===== src/rtl/smg_stopwatch_core_pkg.sv =====
// Shared types and constants for the SS.hh stopwatch feeding the 4-digit SMG driver.
// Holds the FSM encoding, BCD geometry, default dividers and the BCD increment helper.
package smg_stopwatch_core_pkg;

    typedef enum logic [1:0] {
        ST_IDLE  = 2'd0,
        ST_RUN   = 2'd1,
        ST_PAUSE = 2'd2
    } state_t;

    localparam int DIGIT_W    = 4;
    localparam int NUM_DIGITS = 4;
    localparam int DATA_W     = DIGIT_W * NUM_DIGITS;

    localparam int DEF_TICK_DIV    = 500000;
    localparam int DEF_SCAN_DIV    = 50000;
    localparam int DEF_DB_CYCLES   = 1000000;
    localparam int DEF_LONG_CYCLES = 100000000;

    // Ripple decimal increment over all digits; 99.99 rolls over to 00.00.
    function automatic logic [DATA_W-1:0] bcd_inc(input logic [DATA_W-1:0] d);
        logic [DATA_W-1:0] r;
        logic              carry;
        r     = d;
        carry = 1'b1;
        for (int i = 0; i < NUM_DIGITS; i++) begin
            if (carry) begin
                if (d[i*DIGIT_W +: DIGIT_W] == 4'd9) begin
                    r[i*DIGIT_W +: DIGIT_W] = 4'd0;
                end else begin
                    r[i*DIGIT_W +: DIGIT_W] = d[i*DIGIT_W +: DIGIT_W] + 4'd1;
                    carry                   = 1'b0;
                end
            end
        end
        return r;
    endfunction

endpackage


===== src/rtl/smg_stopwatch_core_if.sv =====
// Button input and display-side outputs of the stopwatch core.
// master = stopwatch core, slave = whoever drives the button and consumes the digits.
interface smg_stopwatch_core_if;
    import smg_stopwatch_core_pkg::*;

    logic              ss;
    logic [DATA_W-1:0] Data;
    logic [1:0]        Bitsel;
    logic              running;

    modport master (
        input  ss,
        output Data,
        output Bitsel,
        output running
    );

    modport slave (
        output ss,
        input  Data,
        input  Bitsel,
        input  running
    );

endinterface


===== src/rtl/smg_stopwatch_core_btn_debounce.sv =====
// Conditions the raw start/stop button: 2-FF sync, debounce, and short/long press pulses.
// A press already held when reset is released is ignored until the button is seen released.
module smg_stopwatch_core_btn_debounce #(
    parameter int DB_CYCLES   = 1000000,
    parameter int LONG_CYCLES = 100000000
) (
    input  logic CLK,
    input  logic CLR,
    input  logic i_btn,
    output logic o_short_pulse,
    output logic o_long_pulse
);

    localparam int DBW = (DB_CYCLES   > 1) ? $clog2(DB_CYCLES)   : 1;
    localparam int LW  = (LONG_CYCLES > 2) ? $clog2(LONG_CYCLES) : 2;

    localparam logic [DBW-1:0] DB_LAST   = DBW'(DB_CYCLES - 1);
    localparam logic [LW-1:0]  LONG_LAST = LW'(LONG_CYCLES - 1);
    localparam logic [LW-1:0]  LONG_PRE  = LW'(LONG_CYCLES - 2);

    logic           r_sync1;
    logic           r_sync2;
    logic [1:0]     r_sync_vld;
    logic           r_armed;
    logic           r_db_lvl;
    logic [DBW-1:0] r_db_cnt;
    logic [LW-1:0]  r_hold_cnt;
    logic           r_short;
    logic           r_long;
    logic           w_fall;

    assign w_fall = r_db_lvl && !r_sync2 && (r_db_cnt == DB_LAST);

    always_ff @(posedge CLK or negedge CLR) begin
        if (!CLR) begin
            r_sync1    <= 1'b0;
            r_sync2    <= 1'b0;
            r_sync_vld <= 2'b00;
            r_armed    <= 1'b0;
            r_db_lvl   <= 1'b0;
            r_db_cnt   <= '0;
            r_hold_cnt <= '0;
            r_short    <= 1'b0;
            r_long     <= 1'b0;
        end else begin
            r_sync1    <= i_btn;
            r_sync2    <= r_sync1;
            r_sync_vld <= {r_sync_vld[0], 1'b1};
            r_short    <= 1'b0;
            r_long     <= 1'b0;

            // Arm only once a genuinely released button has made it through the synchronizer.
            if (!r_armed && r_sync_vld[1] && !r_sync2 && !r_db_lvl) begin
                r_armed <= 1'b1;
            end

            if (r_sync2 == r_db_lvl) begin
                r_db_cnt <= '0;
            end else if (r_db_cnt == DB_LAST) begin
                r_db_cnt <= '0;
                r_db_lvl <= r_sync2;
            end else begin
                r_db_cnt <= r_db_cnt + 1'b1;
            end

            if (w_fall) begin
                r_hold_cnt <= '0;
                r_short    <= r_armed && (r_hold_cnt != LONG_LAST);
            end else if (r_db_lvl && (r_hold_cnt != LONG_LAST)) begin
                r_hold_cnt <= r_hold_cnt + 1'b1;
                if (r_hold_cnt == LONG_PRE) begin
                    r_long <= r_armed;
                end
            end
        end
    end

    assign o_short_pulse = r_short;
    assign o_long_pulse  = r_long;

endmodule


===== src/rtl/smg_stopwatch_core.sv =====
// SS.hh stopwatch: start/stop FSM, 1/100 s divider, 4-digit BCD counter and digit scan.
// Outputs feed the SMG driver's Data/bitsel inputs directly.
module smg_stopwatch_core
    import smg_stopwatch_core_pkg::*;
#(
    parameter int TICK_DIV    = DEF_TICK_DIV,
    parameter int SCAN_DIV    = DEF_SCAN_DIV,
    parameter int DB_CYCLES   = DEF_DB_CYCLES,
    parameter int LONG_CYCLES = DEF_LONG_CYCLES
) (
    input  logic                 CLK,
    input  logic                 CLR,
    smg_stopwatch_core_if.master bus
);

    localparam int TW = (TICK_DIV > 1) ? $clog2(TICK_DIV) : 1;
    localparam int SW = (SCAN_DIV > 1) ? $clog2(SCAN_DIV) : 1;

    localparam logic [TW-1:0] TICK_LAST = TW'(TICK_DIV - 1);
    localparam logic [SW-1:0] SCAN_LAST = SW'(SCAN_DIV - 1);

    logic              w_short;
    logic              w_long;
    state_t            r_state;
    state_t            w_state_nxt;
    logic              w_clear;
    logic              w_tick_term;
    logic              r_running;
    logic [TW-1:0]     r_tick_cnt;
    logic [DATA_W-1:0] r_data;
    logic [SW-1:0]     r_scan_cnt;
    logic [1:0]        r_bitsel;

    smg_stopwatch_core_btn_debounce #(
        .DB_CYCLES   (DB_CYCLES),
        .LONG_CYCLES (LONG_CYCLES)
    ) u_btn (
        .CLK           (CLK),
        .CLR           (CLR),
        .i_btn         (bus.ss),
        .o_short_pulse (w_short),
        .o_long_pulse  (w_long)
    );

    always_ff @(posedge CLK or negedge CLR) begin
        if (!CLR) begin
            r_state   <= ST_IDLE;
            r_running <= 1'b0;
        end else begin
            r_state   <= w_state_nxt;
            r_running <= (w_state_nxt == ST_RUN);
        end
    end

    always_comb begin
        w_state_nxt = r_state;
        w_clear     = 1'b0;
        case (r_state)
            ST_IDLE: begin
                if (w_short) w_state_nxt = ST_RUN;
            end
            ST_RUN: begin
                if (w_short || w_long) w_state_nxt = ST_PAUSE;
            end
            ST_PAUSE: begin
                if (w_short) begin
                    w_state_nxt = ST_RUN;
                end else if (w_long) begin
                    w_state_nxt = ST_IDLE;
                    w_clear     = 1'b1;
                end
            end
            default: w_state_nxt = ST_IDLE;
        endcase
    end

    // Terminal count uses the current state, so a tick coinciding with RUN->PAUSE still lands.
    assign w_tick_term = (r_state == ST_RUN) && (r_tick_cnt == TICK_LAST);

    always_ff @(posedge CLK or negedge CLR) begin
        if (!CLR) begin
            r_tick_cnt <= '0;
            r_data     <= '0;
        end else begin
            if (w_clear) begin
                r_tick_cnt <= '0;
            end else begin
                case (r_state)
                    ST_RUN:   r_tick_cnt <= w_tick_term ? '0 : r_tick_cnt + 1'b1;
                    ST_PAUSE: r_tick_cnt <= r_tick_cnt;
                    default:  r_tick_cnt <= '0;
                endcase
            end

            if (w_clear) begin
                r_data <= '0;
            end else if (w_tick_term) begin
                r_data <= bcd_inc(r_data);
            end
        end
    end

    always_ff @(posedge CLK or negedge CLR) begin
        if (!CLR) begin
            r_scan_cnt <= '0;
            r_bitsel   <= 2'd0;
        end else if (r_scan_cnt == SCAN_LAST) begin
            r_scan_cnt <= '0;
            r_bitsel   <= r_bitsel + 2'd1;
        end else begin
            r_scan_cnt <= r_scan_cnt + 1'b1;
        end
    end

    assign bus.Data    = r_data;
    assign bus.Bitsel  = r_bitsel;
    assign bus.running = r_running;

endmodule

===== src/flat_wrapper.sv =====
// flat-port wrapper written by rule: the top's interface ports become plain ports
module smg_stopwatch_core_flat import smg_stopwatch_core_pkg::*;
#(
    parameter int TICK_DIV    = DEF_TICK_DIV,
    parameter int SCAN_DIV    = DEF_SCAN_DIV,
    parameter int DB_CYCLES   = DEF_DB_CYCLES,
    parameter int LONG_CYCLES = DEF_LONG_CYCLES
)
  (CLK, CLR, bus_ss, bus_Data, bus_Bitsel, bus_running);
  smg_stopwatch_core_if bus_i ();
  input  logic CLK;
  input  logic CLR;
  input wire logic [$bits(bus_i.ss)-1:0] bus_ss;
  output wire logic [$bits(bus_i.Data)-1:0] bus_Data;
  output wire logic [$bits(bus_i.Bitsel)-1:0] bus_Bitsel;
  output wire logic [$bits(bus_i.running)-1:0] bus_running;
  assign bus_i.ss = bus_ss;
  assign bus_Data = bus_i.Data;
  assign bus_Bitsel = bus_i.Bitsel;
  assign bus_running = bus_i.running;
  smg_stopwatch_core #(.TICK_DIV(TICK_DIV), .SCAN_DIV(SCAN_DIV), .DB_CYCLES(DB_CYCLES), .LONG_CYCLES(LONG_CYCLES)) u_core (.CLK(CLK), .CLR(CLR), .bus(bus_i));
endmodule

===== config.mk =====
export PLATFORM = sky130hd
export DESIGN_NAME = smg_stopwatch_core_flat
export DESIGN_NICKNAME = d
export VERILOG_FILES = /design/src/rtl/smg_stopwatch_core_pkg.sv /design/src/rtl/smg_stopwatch_core_if.sv /design/src/rtl/smg_stopwatch_core_btn_debounce.sv /design/src/rtl/smg_stopwatch_core.sv /design/src/flat_wrapper.sv
export SDC_FILE = /design/constraint.sdc
export NUM_CORES = 1
export LEC_CHECK = 0
export BUFFER_PORTS_ARGS = -buffer_cell sky130_fd_sc_hd__buf_2
export CORE_MARGIN = 4
export CORE_UTILIZATION = 30
export CTS_BUF_LIST = sky130_fd_sc_hd__clkbuf_4 sky130_fd_sc_hd__clkbuf_8
export DETAILED_ROUTE_END_ITERATION = 8
export GPL_ROUTABILITY_DRIVEN = 1
export PLACE_DENSITY = 0.52
export SKIP_CTS_REPAIR_TIMING = 1
export SYNTH_ARGS = -nofsm -noshare
export SYNTH_HDL_FRONTEND = slang
export SYNTH_SLANG_ARGS = --single-unit

===== constraint.sdc =====
create_clock -name CLK -period 2.3 [get_ports CLK]
set_input_delay 0 -clock CLK [delete_from_list [all_inputs] [get_ports CLK]]
set_output_delay 0 -clock CLK [all_outputs]
set_load 0.05 [all_outputs]

# ---- Yosys cells after proc, flatten, opt, wreduce, memory -nomap -nowiden
# Cells that the tools add are included.
dict set report word_totals {
  elab_cells 104
  out_inout_bits 19
  n_memories 0
  latch_bits 0
  romBits 0
  mem_bits_rw 0
  ff_bits 111
}
dict set report classes {
  div_mod_pow 0
  reduce_logical 22
  n_eq_ne 14
  bitwise 1
  n_mux 40
  shift 0
  multipliers 0
  add_sub_neg 9
  order_cmp 0
}
# cell count
set op_table {}
lappend op_table {{27-bit 2-to-1 mux} 2}
lappend op_table {{16-bit 2-to-1 mux} 3}
lappend op_table {{20-bit 2-to-1 mux} 2}
lappend op_table {{19-bit 2-to-1 mux} 2}
lappend op_table {{19-bit case mux with 2 select lines} 1}
lappend op_table {{4-bit 2-to-1 mux} 7}
lappend op_table {{27-bit by 1-bit adder with 27-bit output (second input constant)} 1}
lappend op_table {{27-bit == test (second input constant)} 1}
lappend op_table {{27-bit != test (second input constant)} 1}
lappend op_table {{20-bit by 1-bit adder with 20-bit output (second input constant)} 1}
lappend op_table {{20-bit == test (second input constant)} 1}
lappend op_table {{19-bit by 1-bit adder with 19-bit output (second input constant)} 1}
lappend op_table {{19-bit == test (second input constant)} 1}
lappend op_table {{1-bit 2-to-1 mux} 18}
lappend op_table {{16-bit by 1-bit adder with 16-bit output (second input constant)} 1}
lappend op_table {{4-bit by 1-bit adder with 4-bit output (second input constant)} 4}
lappend op_table {{16-bit == test (second input constant)} 1}
lappend op_table {{4-bit == test (second input constant)} 4}
lappend op_table {{2-bit nonzero test} 5}
lappend op_table {{1-bit logical AND} 8}
lappend op_table {{2-bit 2-to-1 mux} 4}
lappend op_table {{2-bit AND reduction} 4}
lappend op_table {{2-bit case mux with 3 select lines} 1}
lappend op_table {{2-bit by 1-bit == test with 1-bit output (second input constant)} 2}
lappend op_table {{8 further kinds} 10}

# ---- Depth between registers and ports, before layout
# Gate-level depths: netlist of the first run.
dict set report logic_depth {
  word_depth 13
  ltp_mapped 8
  mapped_depth_nobuf 7
}

# ---- Hierarchy
# From an unflattened synthesis of the first run, not the netlist that was laid out.
dict set report hier_totals {
  hier_cells 611
  hier_area_um2 5800.6
}
# mod cells_each n_inst area_per_inst_um2
set modules_own_cells {}
lappend modules_own_cells {smg_stopwatch_core 317 1 2955.3}
lappend modules_own_cells {smg_stopwatch_core_btn_debounce 294 1 2845.2}

# ---- Worst setup path after synthesis of the first run
# OpenSTA, ideal clock, no wires.
dict set report synth_path {
  path_kind {register to register}
  startpoint {register u_core.r_data[0], in the netlist u_core.bus.Data[0]}
  endpoint {register u_core.r_data[14], in the netlist u_core.bus.Data[14]}
  t_arrival_ps 2204
  stages_incl_launch_ff 7
  required_ps 2223
  path_buffers 0
  period_less_slack_ps 2281
  setup_slack_ps 19
  cell_sequence {dfrtp_1 -> ha_1 -> nand3b_1 -> nor4_4 -> nand4_4 -> or4_1 -> a21oi_1}
}
dict set report synth_via {
  elab_chain_len 12
}
# item line_no
set synth_rtl {}
lappend synth_rtl {{start, declared} smg_stopwatch_core.sv:30} ;# logic [DATA_W-1:0] r_data;
lappend synth_rtl {{start signal, assigned} smg_stopwatch_core.sv:98} ;# r_data <= bcd_inc(r_data);
lappend synth_rtl {{4-bit == test} smg_stopwatch_core_pkg.sv:28} ;# if (d[i*DIGIT_W +: DIGIT_W] == 4'd9) begin
lappend synth_rtl {{1-bit 2-to-1 mux} smg_stopwatch_core_pkg.sv:28}
lappend synth_rtl {{1-bit 2-to-1 mux} smg_stopwatch_core.sv:97} ;# end else if (w_tick_term) begin
lappend synth_rtl {{1-bit 2-to-1 mux} smg_stopwatch_core.sv:95} ;# if (w_clear) begin
lappend synth_rtl {{1-bit 2-to-1 mux} smg_stopwatch_core_pkg.sv:27} ;# if (carry) begin
lappend synth_rtl {{1-bit 2-to-1 mux} smg_stopwatch_core.sv:97}
lappend synth_rtl {{1-bit 2-to-1 mux} smg_stopwatch_core.sv:95}
lappend synth_rtl {{1-bit 2-to-1 mux} smg_stopwatch_core_pkg.sv:27}
lappend synth_rtl {{1-bit 2-to-1 mux} smg_stopwatch_core.sv:97}
lappend synth_rtl {{1-bit 2-to-1 mux} smg_stopwatch_core.sv:95}
lappend synth_rtl {{2-bit nonzero test (no source line)} --}
lappend synth_rtl {{2-bit AND reduction (no source line)} --}
# Every way passes these cells. The select of a mux whose other input is x is not followed.
# A chain may end at the register's enable or synchronous reset.

# ---- Final worst setup path of the first run
dict set report layout_path {
  startpoint {register u_core.u_btn.r_hold_cnt[0]}
  endpoint {register u_core.u_btn.r_hold_cnt[21]}
}
dict set report layout_via {
  elab_chain_len 3
}
# item line_no
set layout_rtl {}
lappend layout_rtl {{start, declared} smg_stopwatch_core_btn_debounce.sv:27} ;# logic [LW-1:0] r_hold_cnt;
lappend layout_rtl {{start signal, assigned} smg_stopwatch_core_btn_debounce.sv:70} ;# r_hold_cnt <= r_hold_cnt + 1'b1;
lappend layout_rtl {{27-bit by 1-bit adder with 27-bit output or 27-bit != test (tied branches)} {smg_stopwatch_core_btn_debounce.sv:70, smg_stopwatch_core_btn_debounce.sv:69}}
lappend layout_rtl {{27-bit 2-to-1 mux or 1-bit logical AND (tied branches)} smg_stopwatch_core_btn_debounce.sv:69} ;# end else if (r_db_lvl && (r_hold_cnt != LONG_LAST)) begin
lappend layout_rtl {{27-bit 2-to-1 mux or 2-bit nonzero test (tied branches)} --}
# Several ways; a longest one is shown, not always the timed one. The select of a mux whose other input is x is not followed.

==> impl_metrics.tcl, run 1 <==
set metrics [dict create \
    status "completed" \
    grt_pass1_wl_um 21100 \
    wl_met3_um 385 \
    nets 659 \
    hold_viol_final 0 \
    cts-htree-levels 3 \
    synthTopCellsByArea "dfrtp_1 (48%), nor2_1 (4.6%), xor2_1 (4.2%)" \
    cp-start-kind "flop" \
    worstReg2RegStart "u_core.u_btn.r_hold_cnt[0]" \
    core_area_um2 18900 \
    powerDensity_nw_per_um2 503 \
    synth_nets 621 \
    ys_types 64 \
    synthArstFlopShare_pct 100 \
    r2r-end "u_core.u_btn.r_hold_cnt[21]" \
    cp_max_fo 11 \
    cts-root-buf "clkbuf_8" \
    p_leak_uw 0.00282 \
    cp.arrival_ps 2390 \
    routed_wl_um 12000 \
    ys.flop_type "dfrtp_1" \
    period_share_pct 91.7 \
    final_common_cell "dfrtp_1" \
    vias 4499 \
    grt_remaining_overflow 0 \
    grt_pass1_vias 4366 \
    wl_met1_um 5860 \
    yosys.area.top_type_share_pct 47.7 \
    tns_ps 0 \
    area_delta_synth_final_pct 12.7 \
    wl_per_cell_um 13.2 \
    layout_common_cells "dfrtp_1 (111), nor2_1 (72), nand2_1 (55)" \
    fillers 1961 \
    syn_inst 604 \
    rsz0062_at_grt "false" \
    fp.dieH_um 147 \
    setup.worst_path.end "u_core.u_btn.r_hold_cnt[21]" \
    yosysWarnings 0 \
    layout_min_cycle_time_ps 2110 \
    drive_gt1_share_pct 12.2 \
    hold_ws_ps 136 \
    die-width_um 147 \
    fin_skew_ps 11.0 \
    ant_nets 0 \
    n_antenna_cell 0 \
    critPathLaunch "u_core.u_btn.r_hold_cnt[0]" \
    crit_type "flop to flop" \
    end_kind "flop" \
    holdCritPathClass "primary input to async pin" \
    cts_buffers 9 \
    numClockSinks 111 \
    wl_met2_um 5610 \
    die_area_um2 21700 \
    topRoutingLayerUsed "met4" \
    start_util_pct 30.8 \
    yosys_register_bits 111 \
    r2r_slack_ps 190 \
    cp.required_ps 2580 \
    worstMarginPinSlew_ps 581 \
    syn_area_per_cell_um2 9.65 \
    port_buffers 21 \
    first_pass_iters 4 \
    fin_total_pwr_uw 3300 \
    rr_worst_depth 6 \
    finalSetupViolCount 0 \
    crit_slowest_cell "or4b_1" \
    synth_top_area_cell "dfrtp_1" \
    path_clk_slew_ps 120 \
    antenna_found_initial 0 \
    max_freq_mhz 474 \
    via_per_inst 4.96 \
    rows 50 \
    critPathMaxStageDelay_ps 570 \
    synth_edf_count 0 \
    worstSkewPairLatency_ps 390 \
    path_cells "ha_1, and3_1, and2_1, and4_1, or4b_1, mux2i_1" \
    report.final.slew_viol_count 0 \
    clockBufferDepth 2 \
    max_cap_violations 0 \
    first_iter_violations 253 \
    gp_congestion 0.818 \
    hpwlAfterDp_um 8540 \
    io_pins 22 \
    peakVddDrop_v 0.000244 \
    cts_tree "done" \
    grt_max_degree 46 \
    maxSlewHeadroom_pct 61.3 \
    drc 0 \
    syn-cell-area_um2 5830 \
    globalRouteTotalUtil_pct 11.5 \
    seq_area_frac_synth_pct 47.7 \
]
-- per-layer routing --
metal	vias to the layer above	GRT usage [%]
met5	-	0
li1	2223	-
met2	63	19.1
met3	13	2.78
met4	0	3.22
met1	2200	15.0
-- cell families (layout without fill, tap and decap cells) --
logic type,Yosys count,after routing,share of synthesized area [%]
other,1,1,0.0644
DFF,111,111,47.7
adders and majority gates,14,14,3.01
AOI/OAI and AO/OA,80,80,8.03
muxes,8,8,1.40
xor gates and xnor gates,49,49,7.37
buffers and inverters,32,75,2.49
and+or+nand+nor,309,309,30.0
-- state kept, by name, summed over array words and instances, names as in the netlist --
name / cells
u_core.u_btn.r_hold_cnt: 27
u_core.u_btn.r_db_cnt: 20
u_core.r_tick_cnt: 19
u_core.bus.Data: 16
u_core.r_scan_cnt: 16
u_core.bus.Bitsel: 2
u_core.r_state: 2
u_core.u_btn.r_sync_vld: 2
u_core.bus.running: 1
u_core.u_btn.o_long_pulse: 1
u_core.u_btn.o_short_pulse: 1
u_core.u_btn.r_armed: 1
u_core.u_btn.r_db_lvl: 1
u_core.u_btn.r_sync1: 1
u_core.u_btn.r_sync2: 1
-- area by class of cell --
cell class                 instances  area, um^2  share of cell area, %
sequential                       111        2780                   42.3
clock inverter                     6        77.6                   1.18
timing repair buffer              41         275                   4.19
clock buffer                      10         138                   2.10
multi-input combinational        461        2910                   44.3
inverter                          18        67.6                   1.03
tap                              260         325                   4.95
-- power by group --
group / internal (uW) / switching [uW] / total [uW]
Combinational: 14.9 / 49.8 / 64.7
Sequential: 1960 / 5.09 / 1960
Clock: 553 / 722 / 1270
Total: 2530 / 777 / 3300
-- cell usage after synthesis, types with 3 or more instances --
cell type  instances
clkbuf_1           5
nor2_1            72
nor4_1             5
mux2i_1            7
or3_1             18
inv_1             18
a21oi_1           32
dfrtp_1          111
or3_2              5
nand2b_1           4
nand2_1           55
and2_1             5
or4_1              7
o211ai_1           3
nand4_1           24
nand3_1           46
nor2b_1            6
o31ai_1            4
nor3_1             7
and3_1            12
xor2_1            28
xnor2_1           21
nor4b_1            3
o21ai_0           25
nor3b_1            3
nor4_4             3
and4_1            11
ha_1              14
a211oi_1           3
a31o_2             3
buf_2              4
-- worst max-delay path, delay by kind of cell (launching register included) --
kind          cells  cell delay, ps
fa+ha+maj         1             230
flops             1             410
mux               1             140
simple gates      4            1230
-- metrics by stage --
stage / setup WS (ps) / instance area [um^2] / instances / util (%)
4_1_cts: 132 / 6540 / 905 / 34.6
3_5_place_dp: 170 / 6330 / 889 / 33.5
6_report: 192 / 6570 / 907 / 34.8
3_3_place_gp: 257 / 6330 / 889 / 33.5
2_1_floorplan: 18.7 / 5830 / 604 / -
5_1_grt: 43.9 / 6570 / 907 / 34.8
-- worst min path at each step --
stage / end / slack, ps / cells past startpoint
after global routing: u_core.bus.Data[7] / 180 / 2
after floorplan: u_core.bus.Bitsel[0] / -300 / 0
after detailed placement: u_core.bus.Data[6] / 50 / 1
after global placement: u_core.bus.Data[6] / 40 / 1
after CTS: u_core.bus.Data[6] / -400 / 1
final: u_core.bus.Data[6] / 140 / 2
Power figures use the tool's default switching activity.
==> run 2: changes to the inputs <==
--- a/config.mk
+++ b/config.mk
@@ -6,12 +6,11 @@
 export NUM_CORES = 1
 export LEC_CHECK = 0
 export BUFFER_PORTS_ARGS = -buffer_cell sky130_fd_sc_hd__buf_2
-export CORE_MARGIN = 4
-export CORE_UTILIZATION = 30
+export CORE_UTILIZATION = 50
 export CTS_BUF_LIST = sky130_fd_sc_hd__clkbuf_4 sky130_fd_sc_hd__clkbuf_8
 export DETAILED_ROUTE_END_ITERATION = 8
 export GPL_ROUTABILITY_DRIVEN = 1
-export PLACE_DENSITY = 0.52
+export PLACE_DENSITY = 0.74
 export SKIP_CTS_REPAIR_TIMING = 1
 export SYNTH_ARGS = -nofsm -noshare
 export SYNTH_HDL_FRONTEND = slang
==> run 2 against run 1 <==
Net effect:
- final area down 2.7%
- clock skew down 0.96 ps
- highest routed layer unchanged
- sequential share of layout area up 1.2 points
- core utilization up 21 points
- critical endpoint is now u_core.bus.Data[14]
- routed wire length down 2.4%
- largest power group unchanged
- power down 2.2%
==> impl_metrics.tcl, run 2 (synthesized netlist as in run 1, its figures left out) <==
set metrics [dict create \
    fillers 988 \
    grt_remaining_overflow 0 \
    cp.arrival_ps 2460 \
    grt_pass1_vias 4449 \
    placed_area_um2 6170 \
    cp-start-kind "flop" \
    pre_cts_slack_ps 159 \
    n_antenna_cell 0 \
    worstMarginPinSlew_ps 884 \
    critPathMaxStageDelay_ps 500 \
    cp_num_buf_inv 1 \
    layout_common_cells "dfrtp_1 (111), nor2_1 (72), nand2_1 (55)" \
    worstHoldEndpoint "u_core.u_btn.r_sync1" \
    powerDensity_nw_per_um2 505 \
    r2r-end "u_core.bus.Data[14]" \
    maxSlewHeadroom_pct 41.0 \
    fin_cells 789 \
    hold_viol_final 0 \
    first_iter_violations 264 \
    hold_ws_ps 253 \
    cp_max_fo 8 \
    post-place-cells 772 \
    worstSkewPairLatency_ps 380 \
    routed_wl_um 11700 \
    start_util_pct 51.2 \
    rows 39 \
    seqPwrFrac_pct 60.8 \
    p_leak_uw 0.00281 \
    fin_skew_ps 10.1 \
    top_register "u_core.u_btn.r_hold_cnt" \
    cts_tree "done" \
    rsz0062_at_grt "false" \
    wl_per_cell_um 14.8 \
    finalSetupViolCount 0 \
    holdCritPathClass "primary input to flop" \
    drc 0 \
    switching_power_uw 690 \
    crit_type "flop to flop" \
    end_kind "flop" \
    hpwlAfterDp_um 8330 \
    largest_register_ffs 27 \
    port_buffers 21 \
    max_cap_violations 0 \
    clkPwrFrac_pct 37.3 \
    crit_family "simple AND/OR/NAND/NOR gates" \
    worstReg2RegStart "u_core.bus.Data[1]" \
    period_share_pct 93.6 \
    antenna_found_initial 0 \
    numClockSinks 111 \
    power_frac_comb_pct 1.9 \
    grt_max_degree 72 \
    min_from "bus_ss" \
    nets 659 \
    status "completed" \
    cts_buffers 9 \
    report.final.slew_viol_count 0 \
    core_area_um2 11400 \
    first_pass_iters 4 \
    p_int_uw 2540 \
    p_sw_share_pct 21.4 \
    area_delta_synth_final_pct 9.71 \
    die-width_um 110 \
    cp.required_ps 2610 \
    layout_setup_ws_ps 148 \
    fp.dieH_um 110 \
    final_common_cell "dfrtp_1" \
    peakVddDrop_v 0.000289 \
    top_regs "u_core.u_btn.r_hold_cnt: 27 flops, u_core.u_btn.r_db_cnt: 20 flops, u_core.r_tick_cnt: 19 flops" \
    cts-htree-levels 3 \
    fin_area_um2 6390 \
    grt_pass1_wl_um 20300 \
    via_per_inst 5.81 \
    layout_min_cycle_time_ps 2150 \
    hold_depth 2 \
    tns_ps 0 \
    gp_congestion 0.905 \
    cts-root-buf "clkbuf_8" \
    critPathLaunch "u_core.bus.Data[1]" \
    rr_worst_depth 7 \
    max_freq_mhz 465 \
    io_pins 22 \
    path_clk_slew_ps 100 \
    clockBufferDepth 2 \
    vias 4581 \
    crit_slowest_cell "or4_1" \
    r2r_slack_ps 150 \
    globalRouteTotalUtil_pct 21.5 \
    die_area_um2 12100 \
    path_cells "inv_1, ha_1, nand3b_1, nor4_4, nand4_4, or4_1, a21oi_1" \
    ant_nets 0 \
    drive_gt1_share_pct 12.1 \
]
-- run 2: worst register-to-register path: stages (launching register included) --
cell and delay, ps:
dfrtp_1 440, inv_1 80, ha_1 170, nand3b_1 140
nor4_4 410, nand4_4 180, or4_1 510, a21oi_1 160
-- run 2: stage by stage --
step	util [%]	power [uW]
6_report	56.2	3230
5_1_grt	56.2	3370
4_1_cts	56.0	3270
3_5_place_dp	54.3	2060
3_3_place_gp	54.3	2060
2_1_floorplan	-	2010
-- run 2: routing by layer --
layer / routed length, um / track usage [%]
met1: 5650 / 29.1
met2: 5510 / 34.6
met3: 350 / 2.90
met4: 200 / 9.24
met5: 0 / 0
-- run 2: worst max-delay path by stage --
stage,endpoint,slack (ps),cells past startpoint
after CTS,u_core.bus.Data[14],140,7
final,u_core.bus.Data[14],150,7
after global placement,u_core.bus.Data[14],250,7
after floorplan,u_core.bus.Data[14],20,6
after global routing,u_core.bus.Data[14],9,7
after detailed placement,u_core.bus.Data[14],160,7
-- run 2: power groups by stage --
stage | Clock (uW) | Combinational (uW) | Sequential (uW)
3_3_place_gp | 0 | 61.5 | 2000
4_1_cts | 1250 | 63.4 | 1960
3_5_place_dp | 0 | 63.3 | 2000
5_1_grt | 1330 | 75.6 | 1960
2_1_floorplan | 0 | 13.9 | 2000
6_report | 1200 | 62.2 | 1960
-- run 2: area by class of cell --
cell class	count	area, um^2	share of cell area, %
flip-flops and latches	111	2780	43.5
clock buffers	12	159	2.49
well taps	143	179	2.80
clock inverters	3	42.5	0.666
repair buffers	41	263	4.11
inverters	18	67.6	1.06
multi-input cells	461	2900	45.4
